$ cat config.mk
export PLATFORM = sky130hd
export DESIGN_NAME = ufifo
export DESIGN_NICKNAME = d
export VERILOG_FILES = /design/src/rtl/ufifo.sv
export SDC_FILE = /design/constraint.sdc
export NUM_CORES = 1
export LEC_CHECK = 0
export ABC_AREA = 1
export CAP_MARGIN = 20
export CORE_ASPECT_RATIO = 1.5
export CORE_MARGIN = 5
export CORE_UTILIZATION = 35
export DETAILED_ROUTE_END_ITERATION = 7
export GPL_ROUTABILITY_DRIVEN = 0
export PLACE_DENSITY = 0.64
export SYNTH_ARGS = -nofsm -noshare
export SYNTH_HDL_FRONTEND = slang
export SYNTH_SLANG_ARGS = --single-unit
$ cat constraint.sdc
create_clock -name i_clk -period 3.8 [get_ports i_clk]
set_input_delay 0.57 -clock i_clk [delete_from_list [all_inputs] [get_ports i_clk]]
set_output_delay 0.57 -clock i_clk [all_outputs]
set_load 0.05 [all_outputs]
$ cat src/rtl/ufifo.sv
// rtl/ufifo.sv - first-word-fall-through FIFO with registered status, used count and error pulse.
// Capacity is 2^LGFLEN-1; the head word comes from a bypass register or a registered array read.
module ufifo #(
  parameter int BW     = 8,
  parameter int LGFLEN = 2
) (
  input  logic              i_clk,
  input  logic              i_reset,
  input  logic              i_wr,
  input  logic [BW-1:0]     i_data,
  input  logic              i_rd,
  output logic [BW-1:0]     o_data,
  output logic              o_empty,
  output logic              o_full,
  output logic [LGFLEN-1:0] o_used,
  output logic              o_err
);

  localparam int DEPTH = 1 << LGFLEN;
  localparam logic [LGFLEN-1:0] MAX_USED = LGFLEN'(DEPTH - 1);

  logic [BW-1:0]     mem [DEPTH];

  logic [LGFLEN-1:0] wr_addr_q, wr_addr_d;
  logic [LGFLEN-1:0] rd_addr_q, rd_addr_d;
  logic [LGFLEN-1:0] used_q, used_d;
  logic              empty_q, empty_d;
  logic              full_q, full_d;
  logic              err_q, err_d;
  logic              byp_sel_q, byp_sel_d;
  logic [BW-1:0]     byp_data_q, byp_data_d;
  logic [BW-1:0]     rd_data_q, rd_data_d;
  logic              wr_ok, rd_ok;

  always_comb begin
    rd_ok = i_rd && !empty_q;
    // A full FIFO still takes a write when the same edge pops the head.
    wr_ok = i_wr && (!full_q || i_rd);
    err_d = (i_rd && empty_q) || (i_wr && full_q && !i_rd);

    wr_addr_d = wr_addr_q + {{(LGFLEN-1){1'b0}}, wr_ok};
    rd_addr_d = rd_addr_q + {{(LGFLEN-1){1'b0}}, rd_ok};
    used_d    = wr_addr_d - rd_addr_d;
    empty_d   = (used_d == '0);
    full_d    = (used_d == MAX_USED);

    byp_sel_d  = byp_sel_q;
    byp_data_d = byp_data_q;
    rd_data_d  = rd_data_q;
    // Writing straight into the next head slot: the array has not been written yet, so bypass.
    if (wr_ok && (wr_addr_q == rd_addr_d)) begin
      byp_sel_d  = 1'b1;
      byp_data_d = i_data;
    end else if (!empty_d) begin
      byp_sel_d = 1'b0;
      rd_data_d = mem[rd_addr_d];
    end
  end

  always_ff @(posedge i_clk or posedge i_reset) begin
    if (i_reset) begin
      wr_addr_q  <= '0;
      rd_addr_q  <= '0;
      used_q     <= '0;
      empty_q    <= 1'b1;
      full_q     <= 1'b0;
      err_q      <= 1'b0;
      byp_sel_q  <= 1'b0;
      byp_data_q <= '0;
      rd_data_q  <= '0;
    end else begin
      wr_addr_q  <= wr_addr_d;
      rd_addr_q  <= rd_addr_d;
      used_q     <= used_d;
      empty_q    <= empty_d;
      full_q     <= full_d;
      err_q      <= err_d;
      byp_sel_q  <= byp_sel_d;
      byp_data_q <= byp_data_d;
      rd_data_q  <= rd_data_d;
    end
  end

  always_ff @(posedge i_clk) begin
    if (wr_ok) mem[wr_addr_q] <= i_data;
  end

  assign o_data  = byp_sel_q ? byp_data_q : rd_data_q;
  assign o_empty = empty_q;
  assign o_full  = full_q;
  assign o_used  = used_q;
  assign o_err   = err_q;

endmodule

Yosys cells after proc, flatten, opt, wreduce, memory -nomap -nowiden
Memories as Yosys holds them, arrays and structs flattened. A register that Yosys moved wholly into a read port is not among the register bits. Cells that the tools add are included.

Register bits after elaboration: 18. Input bits: 12. Latch bits: 0. Output and inout bits: 13. ROM bits: 0. Memories kept: 1. Bits in writable memories: 32. Logic and storage cells: 35.

Memory list: mem (depth 4, width 8, rd ports 1, clocked after Yosys merged registers in 1, wr ports 1, RTL line 22) `logic [BW-1:0] mem [DEPTH];`.

Add/subtract/negate cells: 3. $mul: 0. Mux-type cells: 5. Bitwise operators: 2. Magnitude comparators: 0. Div/mod/pow operators: 0. Reductions and logical operators: 13. Shifts and indexed selects: 0. Equal/unequal tests: 3.

Operators by type and width (count): 8-bit two-way mux (1); 1-bit logical AND (6); 2-bit by 1-bit adder with 2-bit output (2); 1-bit two-way mux (4); 1-bit logical NOT (3); 2-bit equality test (1); 2-bit equality test, second input constant (1); 2-bit logical NOT (1); 1-bit logical OR (2); 2-bit by 1-bit != test with 1-bit output, second input constant (1); 1-bit NOT (2); 2-bit AND reduction (1); 2-bit subtractor (1).

Logic depth before layout (Yosys ltp)
Gate-level depths: netlist of run 1.

Word-level depth: 8. Gate-level depth with buffers: 15. Depth with buffers taken out: 15.

Least setup slack after synthesis of run 1
OpenSTA, ideal clock, no wires.

Kind: register -> register. Start point: register full_q, in the netlist o_full. End point: register rd_data_q[0] (read register of mem). Setup time: 0.117 ns. Arrival: 2.055 ns. Setup slack: 1.629 ns. Stages on the path, launching flop included: 14. Period minus slack after synthesis: 2.171 ns. Data required time: 3.683 ns. Path buffers: 1. Cells stage by stage: dfrtp_1 > nand2_1 > nand2_1 > inv_1 > ha_1 > inv_1 > ha_1 > inv_1 > nand3_2 > nand3_2 > nand3_4 > buf_12 > nand3_1 > nand2_1.

Longest elaborated chain between the ends: 8. Elaborated cells between the ends (all ways): 10. Those cells by class: 2 x add/sub; 2 x bitwise; 6 x reduce/logical.

RTL lines: start: declaration (RTL line 28) `logic full_q, full_d;`; start signal: assignment (RTL line 76) `full_q <= full_d;`; 1-bit logical NOT (RTL line 38) `wr_ok = i_wr && (!full_q || i_rd);`; 1-bit logical OR (RTL line 38); 1-bit logical AND (RTL line 38); 2-bit by 1-bit adder with 2-bit output (RTL line 41) `wr_addr_d = wr_addr_q + {{(LGFLEN-1){1'b0}}, wr_ok};`; net wr_addr_d[0] (RTL line 24) `logic [LGFLEN-1:0] wr_addr_q, wr_addr_d;`; 2-bit subtractor (RTL line 43) `used_d = wr_addr_d - rd_addr_d;`; 2-bit logical NOT (RTL line 44) `empty_d = (used_d == '0);`; 1-bit NOT (no line); 2-bit AND reduction (no line); end: declaration (RTL line 32) `logic [BW-1:0] rd_data_q, rd_data_d;`.

The timed path passes the listed nets, and every way through them passes these cells. A chain may end at the register's enable or synchronous reset.

Final worst setup path of run 1
Start point: input port i_rd. End point: register rd_data_q[0] (read register of mem).

Elaborated cells between the ends (all ways): 12. Those cells by class: 3 x add/sub; 1 x eq/ne; 2 x bitwise; 6 x reduce/logical.

RTL lines: start: declaration (RTL line 11) `input logic i_rd,`; 1-bit logical AND * (RTL line 36) `rd_ok = i_rd && !empty_q;`; 2-bit by 1-bit adder with 2-bit output * (RTL line 42) `rd_addr_d = rd_addr_q + {{(LGFLEN-1){1'b0}}, rd_ok};`; net rd_addr_d[0] (RTL line 25) `logic [LGFLEN-1:0] rd_addr_q, rd_addr_d;`; 2-bit subtractor / 2-bit equality test (equally long branches) (RTL line 43, 51); 2-bit logical NOT / 1-bit logical AND (equally long branches) (RTL line 44, 51); 1-bit NOT (no line); 2-bit AND reduction (no line).

Mark *: on every way through the listed nets, which the timed path passes. The rest lies on a longest branch.

==> results of run 1 <==
## metal layers
layer | GRT usage (%) | vias to the layer above
met5 | 0 | -
met4 | 6.20 | 0
met3 | 3.50 | 8
met2 | 18.4 | 21
met1 | 11.9 | 731
li1 | - | 848
## through the flow
| stage | util (%) | hold WS [ns] | cell area [sq um] |
|---|---|---|---|
| 4_1_cts | 43.2 | 0.485 | 3120 |
| 5_1_grt | 43.6 | 0.428 | 3150 |
| 2_1_floorplan | - | 0.442 | 2600 |
| 3_3_place_gp | 40.4 | 0.457 | 2920 |
| 6_report | 43.6 | 0.420 | 3150 |
| 3_5_place_dp | 40.4 | 0.467 | 2920 |
## cell families (layout without fill, tap and decap cells)
kind of cell    Yosys count  count (layout)
fa+ha+maj                 3               3
compound gates           27              27
simple gates            123             123
flops                    58              58
xor+xnor                  1               1
buf+inv                  29              66
## final timing paths
kind | cells past startpoint | slack (ns) | start | end
setup / recovery | 10 | 1.07 | i_rd | rd_data_q[0]$_DFFE_PP0P_
hold / removal | 2 | 0.42 | i_reset | o_used[0]$_DFF_PP0_
setup reg to reg | 8 | 1.26 | o_empty$_DFF_PP1_ | rd_data_q[0]$_DFFE_PP0P_
hold reg to reg | 2 | 0.48 | rd_data_q[6]$_DFFE_PP0P_ | rd_data_q[6]$_DFFE_PP0P_
max in group asynchronous | 3 | 2.95 | i_reset | o_empty$_DFF_PP1_
min in group i_clk | 2 | 0.48 | rd_data_q[6]$_DFFE_PP0P_ | rd_data_q[6]$_DFFE_PP0P_
## Yosys cell counts, types with 2 or more instances
cell	count	area, sq um
a21oi_1	2	10.0
inv_1	15	56.3
o21ai_1	2	10.0
nand3_1	5	25.0
o21ai_2	10	87.6
nor3_1	4	20.0
ha_1	3	37.5
or2_2	6	37.5
o21ai_0	13	65.1
nand2_1	83	312
nand2_2	11	68.8
dfrtp_1	25	626
nand3_4	2	35.0
edfxtp_1	32	961
inv_2	3	11.3
nor2_1	2	7.51
nand3_2	6	60.1
buf_2	3	15.0
buf_6	2	22.5
or2_0	2	12.5
## cells in the final DEF (no fill, tap or decap), types with 3 or more instances in the layout
| cell type | n |
|---|---|
| nand2_1 | 83 |
| edfxtp_1 | 32 |
| dfrtp_1 | 25 |
| clkdlybuf4s50_1 | 24 |
| inv_1 | 15 |
| o21ai_0 | 13 |
| nand2_2 | 11 |
| o21ai_2 | 10 |
| clkbuf_8 | 9 |
| nand3_2 | 6 |
| or2_2 | 6 |
| nand3_1 | 5 |
| nor3_1 | 4 |
| clkinvlp_4 | 4 |
| buf_4 | 4 |
| inv_2 | 3 |
| ha_1 | 3 |
## worst max-delay path: stages
cell	delay (ns)
clkdlybuf4s50_1	0.41
inv_2	0.07
nor2_1	0.05
ha_1	0.71
nor2_1	0.18
nor3_4	0.24
nand3_4	0.34
nand2_2	0.28
nand2_1	0.07
nand2_1	0.07
## state kept, by name, summed over array words and instances, names as in the netlist
signal,flops
byp_data_q,8
rd_data_q,8
byp_sel_q,1
wr_addr_q,2
o_full,1
o_empty,1
o_err,1
rd_addr_q,2
mem,32
o_used,2
## layout make-up
type                    count  area share (%)
clock buffers               9            3.93
clock inverters             7            2.46
inverters                  21            2.74
multi-input cells         154            26.3
flip-flops and latches     58            51.2
well taps                 100            3.97
repair buffers             29            9.45
==> key figures, run 1 <==
Worst setup path
  • Setup crit end kind: flop
  • CP Class: primary input to flop
  • Worst setup SP type: primary input
  • Crit-path max FO: 26
  • Required time of the worst setup path: ~4.1 ns
  • Critical Path AT: 3.00 ns

CTS
  • Postcts setup bufs: 0
  • Worst skew pair latency: ~0.33 ns
  • Worst-path clk slew: about 0.07 ns
  • Clock sink total: 58
  • Clk buf depth: 2
  • TritonCTS clock tree: yes
  • Max H-tree Level: 3
  • CTS resizes: 0
  • CTS buffer count: 9
  • CTS Hold Buffers Added: 0
  • CTS Root Cell: clkbuf_8

Timing
  • Period minus WS final: roughly 2.7 ns
  • Fmax: 0.366 GHz
  • Crit path setup slack, layout: 1.07 ns
  • Setup_tns: 0 ns
  • Max-slew violation count: 0
  • Final Setup Violations: 0
  • RSZ-0062 raised after global routing: false
  • Final Skew: ~0.0066 ns
  • Slew @ Worst Pin: between 0.6 and 0.7 ns
  • Worst rel slew slack: a little under three fifths
  • Final period util: a little under three quarters
  • Final Hold Fails: 0

GRT
  • GRT overflow: 0
  • Largest net degree at the start of global routing: 27
  • First-pass GRT wire length: between 7 and 8 mm
  • Tot GR Track Use: 10.9%
  • Vias in the first global route: about 1600
  • Initial antenna violation count: 0

Layout
  • Share of layout cells above drive strength 1: between 20% and 30%
  • Antenna diode count: 0
  • Post-layout net count: 288
  • FF/Latch Area: between 0.0015 and 0.002 sq mm
  • Multi-input logic area: roughly 830 sq um
  • Filler instances: roughly 700
  • Area growth syn-to-layout: 21.1%
  • Final Non-Filler Cells: approximately 380

Synth
  • Mux contribution to synthesized area: 0%
  • Compound-Gate Fraction of Synth Area: approximately 6.6%
  • Post-synthesis cell area: between 0.002 and 0.003 sq mm
  • Synth unique cells: 30
  • Post-synth EDFFs: 32
  • Post-synth ARST share: approximately 45%
  • Synthesis Warnings: 0
  • Synthesized area per cell: 10.8 sq um
  • Synthesized Nets: 256
  • Cells after synthesis: 241
  • Synth Flop Type: edfxtp_1
  • Simple-Gate Fraction of Synth Area: 23.1%
  • #FFs+latches synth: 58
  • Main combinational cell family by area after synthesis: simple AND/OR/NAND/NOR gates
  • Post-synthesis xor/xnor area fraction: less than 1%
  • Post-Synth Adder-Cell Area: under 10%
  • Seq/Total Area, Yosys: a little over 60%

Routing
  • DR pass1 iterations: 4
  • Post-DRT Antenna Nets: 0
  • Met2 WL: 2.27 mm
  • Vias/cell: around 4.3
  • Met3 routed WL: between 100 and 150 um
  • Total Routed Length: around 4.4 mm
  • WL/cell: 11.7 um
  • Top Metal Used: met4
  • Vias: 1608
  • Starting DRC count in detailed routing: between 90 and 100
  • Wire length on met1: ~1.9 mm
  • Number of remaining DRC errors: 0

Outcome
  • Status: complete, no violations

Floorplanning
  • Core area: 0.00723 sq mm
  • Die area: slightly above 0.009 sq mm
  • I/O Pins: 25
  • Initial Util: 36.0%
  • Die W: 80.4 um
  • # rows: 38
  • Chip height: around 120 um

Hold path
  • Hold crit path type: primary input to async pin

Place
  • DP Cell Count: ~360
  • Post-Place Worst Slack: ~0.68 ns
  • Dpl hpwl: 3.26 mm
  • Port Buffers: 24

Run
  • # Max-Cap Violations: 0
Power of run 1 is left out: the tool's default activity adds up to more than one toggle a clock period on the data nets, which glitch-free logic cannot reach.
==> inputs of run 2 (changes only) <==
--- a/config.mk
+++ b/config.mk
@@ -12,7 +12,7 @@
 export CORE_UTILIZATION = 35
 export DETAILED_ROUTE_END_ITERATION = 7
 export GPL_ROUTABILITY_DRIVEN = 0
-export PLACE_DENSITY = 0.64
+export PLACE_DENSITY = 0.66
 export SYNTH_ARGS = -nofsm -noshare
 export SYNTH_HDL_FRONTEND = slang
 export SYNTH_SLANG_ARGS = --single-unit
==> constraint.sdc (replaced) <==
create_clock -name i_clk -period 2.3 [get_ports i_clk]
set_input_delay 0.345 -clock i_clk [delete_from_list [all_inputs] [get_ports i_clk]]
set_output_delay 0.345 -clock i_clk [all_outputs]
set_load 0.05 [all_outputs]
==> key figures, run 2 (synthesis results as in run 1) <==
Outcome
  • Status: complete, no violations

Timing
  • RSZ-0062 raised after global routing: false
  • Final Skew: approximately 0.0080 ns
  • Slew @ Worst Pin: ~0.5 ns
  • Final Setup Violations: 0
  • Fmax: about 0.46 GHz
  • Final period util: a little over 90%
  • Setup_tns: 0 ns
  • Final hold slack: approximately 0.37 ns
  • Worst rel slew slack: around 66%
  • Max-slew violation count: 0
  • Final Hold Fails: 0
  • Period minus WS final: 2.15 ns

Place
  • Dpl cell area: around 0.003 sq mm
  • Port Buffers: 24
  • Dpl hpwl: between 3 and 4 mm

Layout
  • Area growth syn-to-layout: 25.9%
  • Finished Core Util: 45.3%
  • Post-layout net count: around 300
  • Multi-input logic area: slightly above 800 sq um
  • Most frequent cells in the layout: nand2_1, edfxtp_1, dfrtp_1, clkdlybuf4s50_1, buf_4
  • Biggest regs: mem x32, byp_data_q x8, rd_data_q x8
  • Filler instances: around 700
  • Most common cell after layout, fill and taps aside: nand2_1
  • FF/Latch Area: around 0.0016 sq mm
  • Antenna diode count: 0
  • Max FFs per register: 32
  • Share of layout cells above drive strength 1: 26.8%
  • Most flop-heavy register: mem
  • Fin area: approximately 0.0033 sq mm

Floorplanning
  • Die W: 80.4 um
  • # rows: 38
  • Core area: 0.00723 sq mm
  • Chip height: between 100 and 150 um
  • Die area: between 0.009 and 0.01 sq mm
  • Initial Util: a little over a third
  • I/O Pins: 25

Worst setup path
  • Setup crit end kind: output pin
  • Crit-path max FO: 9
  • Required time of the worst setup path: approximately 2.0 ns
  • Worst setup SP type: flop
  • CP Class: flop to output pin
  • Critical Path AT: approximately 1.8 ns

CTS
  • CTS resizes: 0
  • Clock sink total: 58
  • CTS Root Cell: clkbuf_8
  • Worst skew pair latency: ~0.33 ns
  • TritonCTS clock tree: yes
  • CTS buffer count: 9
  • CTS Hold Buffers Added: 0
  • Postcts setup bufs: 0
  • Max H-tree Level: 3
  • Worst-path clk slew: approximately 0.070 ns
  • Clk buf depth: 2

Routing
  • WL/cell: 11.8 um
  • Number of remaining DRC errors: 0
  • Vias: 1704
  • Vias/cell: roughly 4.4
  • Starting DRC count in detailed routing: 60
  • Post-DRT Antenna Nets: 0
  • DR pass1 iterations: 4
  • Total Routed Length: roughly 4.6 mm

Run
  • # Max-Cap Violations: 0

GRT
  • Largest net degree at the start of global routing: 27
  • First-pass GRT wire length: 8.11 mm
  • Initial antenna violation count: 0
  • Vias in the first global route: roughly 1700
  • GRT overflow: 0
  • Tot GR Track Use: about an eighth

Hold path
  • Hold crit path type: primary input to async pin
run 2: changes by cell type in the layout (fill, tap and decap cells not counted):
cell,change
buf_4,+12
bufinv_16,+1
buf_12,+2
buf_16,-1
inv_6,+1
clkinvlp_4,-2
run 2: routing by layer:
metal	up-vias	share of wire, %	track usage [%]	routed length [um]
li1	882	-	-	-
met1	797	42	13.1	1950
met2	19	53	19.9	2420
met3	6	2.6	3.19	122
met4	0	2.2	6.09	102
met5	-	0	0	0
run 2: path summary, 6_finish.rpt:
kind | startpoint | to | slack, ns | cells after the start
max in group asynchronous | i_reset | o_empty$_DFF_PP1_ | 1.63 | 3
min reg2reg | rd_data_q[1]$_DFFE_PP0P_ | rd_data_q[1]$_DFFE_PP0P_ | 0.48 | 2
min | i_reset | wr_addr_q[1]$_DFF_PP0_ | 0.37 | 3
max reg2reg | o_empty$_DFF_PP1_ | rd_data_q[3]$_DFFE_PP0P_ | 0.31 | 11
min in group i_clk | rd_data_q[1]$_DFFE_PP0P_ | rd_data_q[1]$_DFFE_PP0P_ | 0.48 | 2
max | byp_sel_q$_DFFE_PP0P_ | o_data[5] | 0.15 | 4
run 2: worst max-delay path, stage by stage (launching register included):
cell,delay [ns]
dfrtp_1,0.38
clkinv_1,0.16
nand2_1,0.08
nand2_1,0.06
clkdlybuf4s50_1,0.80
run 2: final cells by class:
| type | instances | area share, % |
|---|---|---|
| clock inverters | 7 | 3.09 |
| inverters | 21 | 2.63 |
| repair buffers | 42 | 12.2 |
| clock buffers | 9 | 3.78 |
| well taps | 100 | 3.82 |
| flip-flops and latches | 58 | 49.2 |
| multi-input cells | 154 | 25.2 |
run 2: metrics by stage:
stage               std cells  setup slack (ns)
floorplan                 241             0.129
global placement          375           -0.0377
detailed placement        375           -0.0976
CTS                       391             0.104
global route              391            0.0234
finish                    391             0.148
Power of run 2 is left out for the same reason.
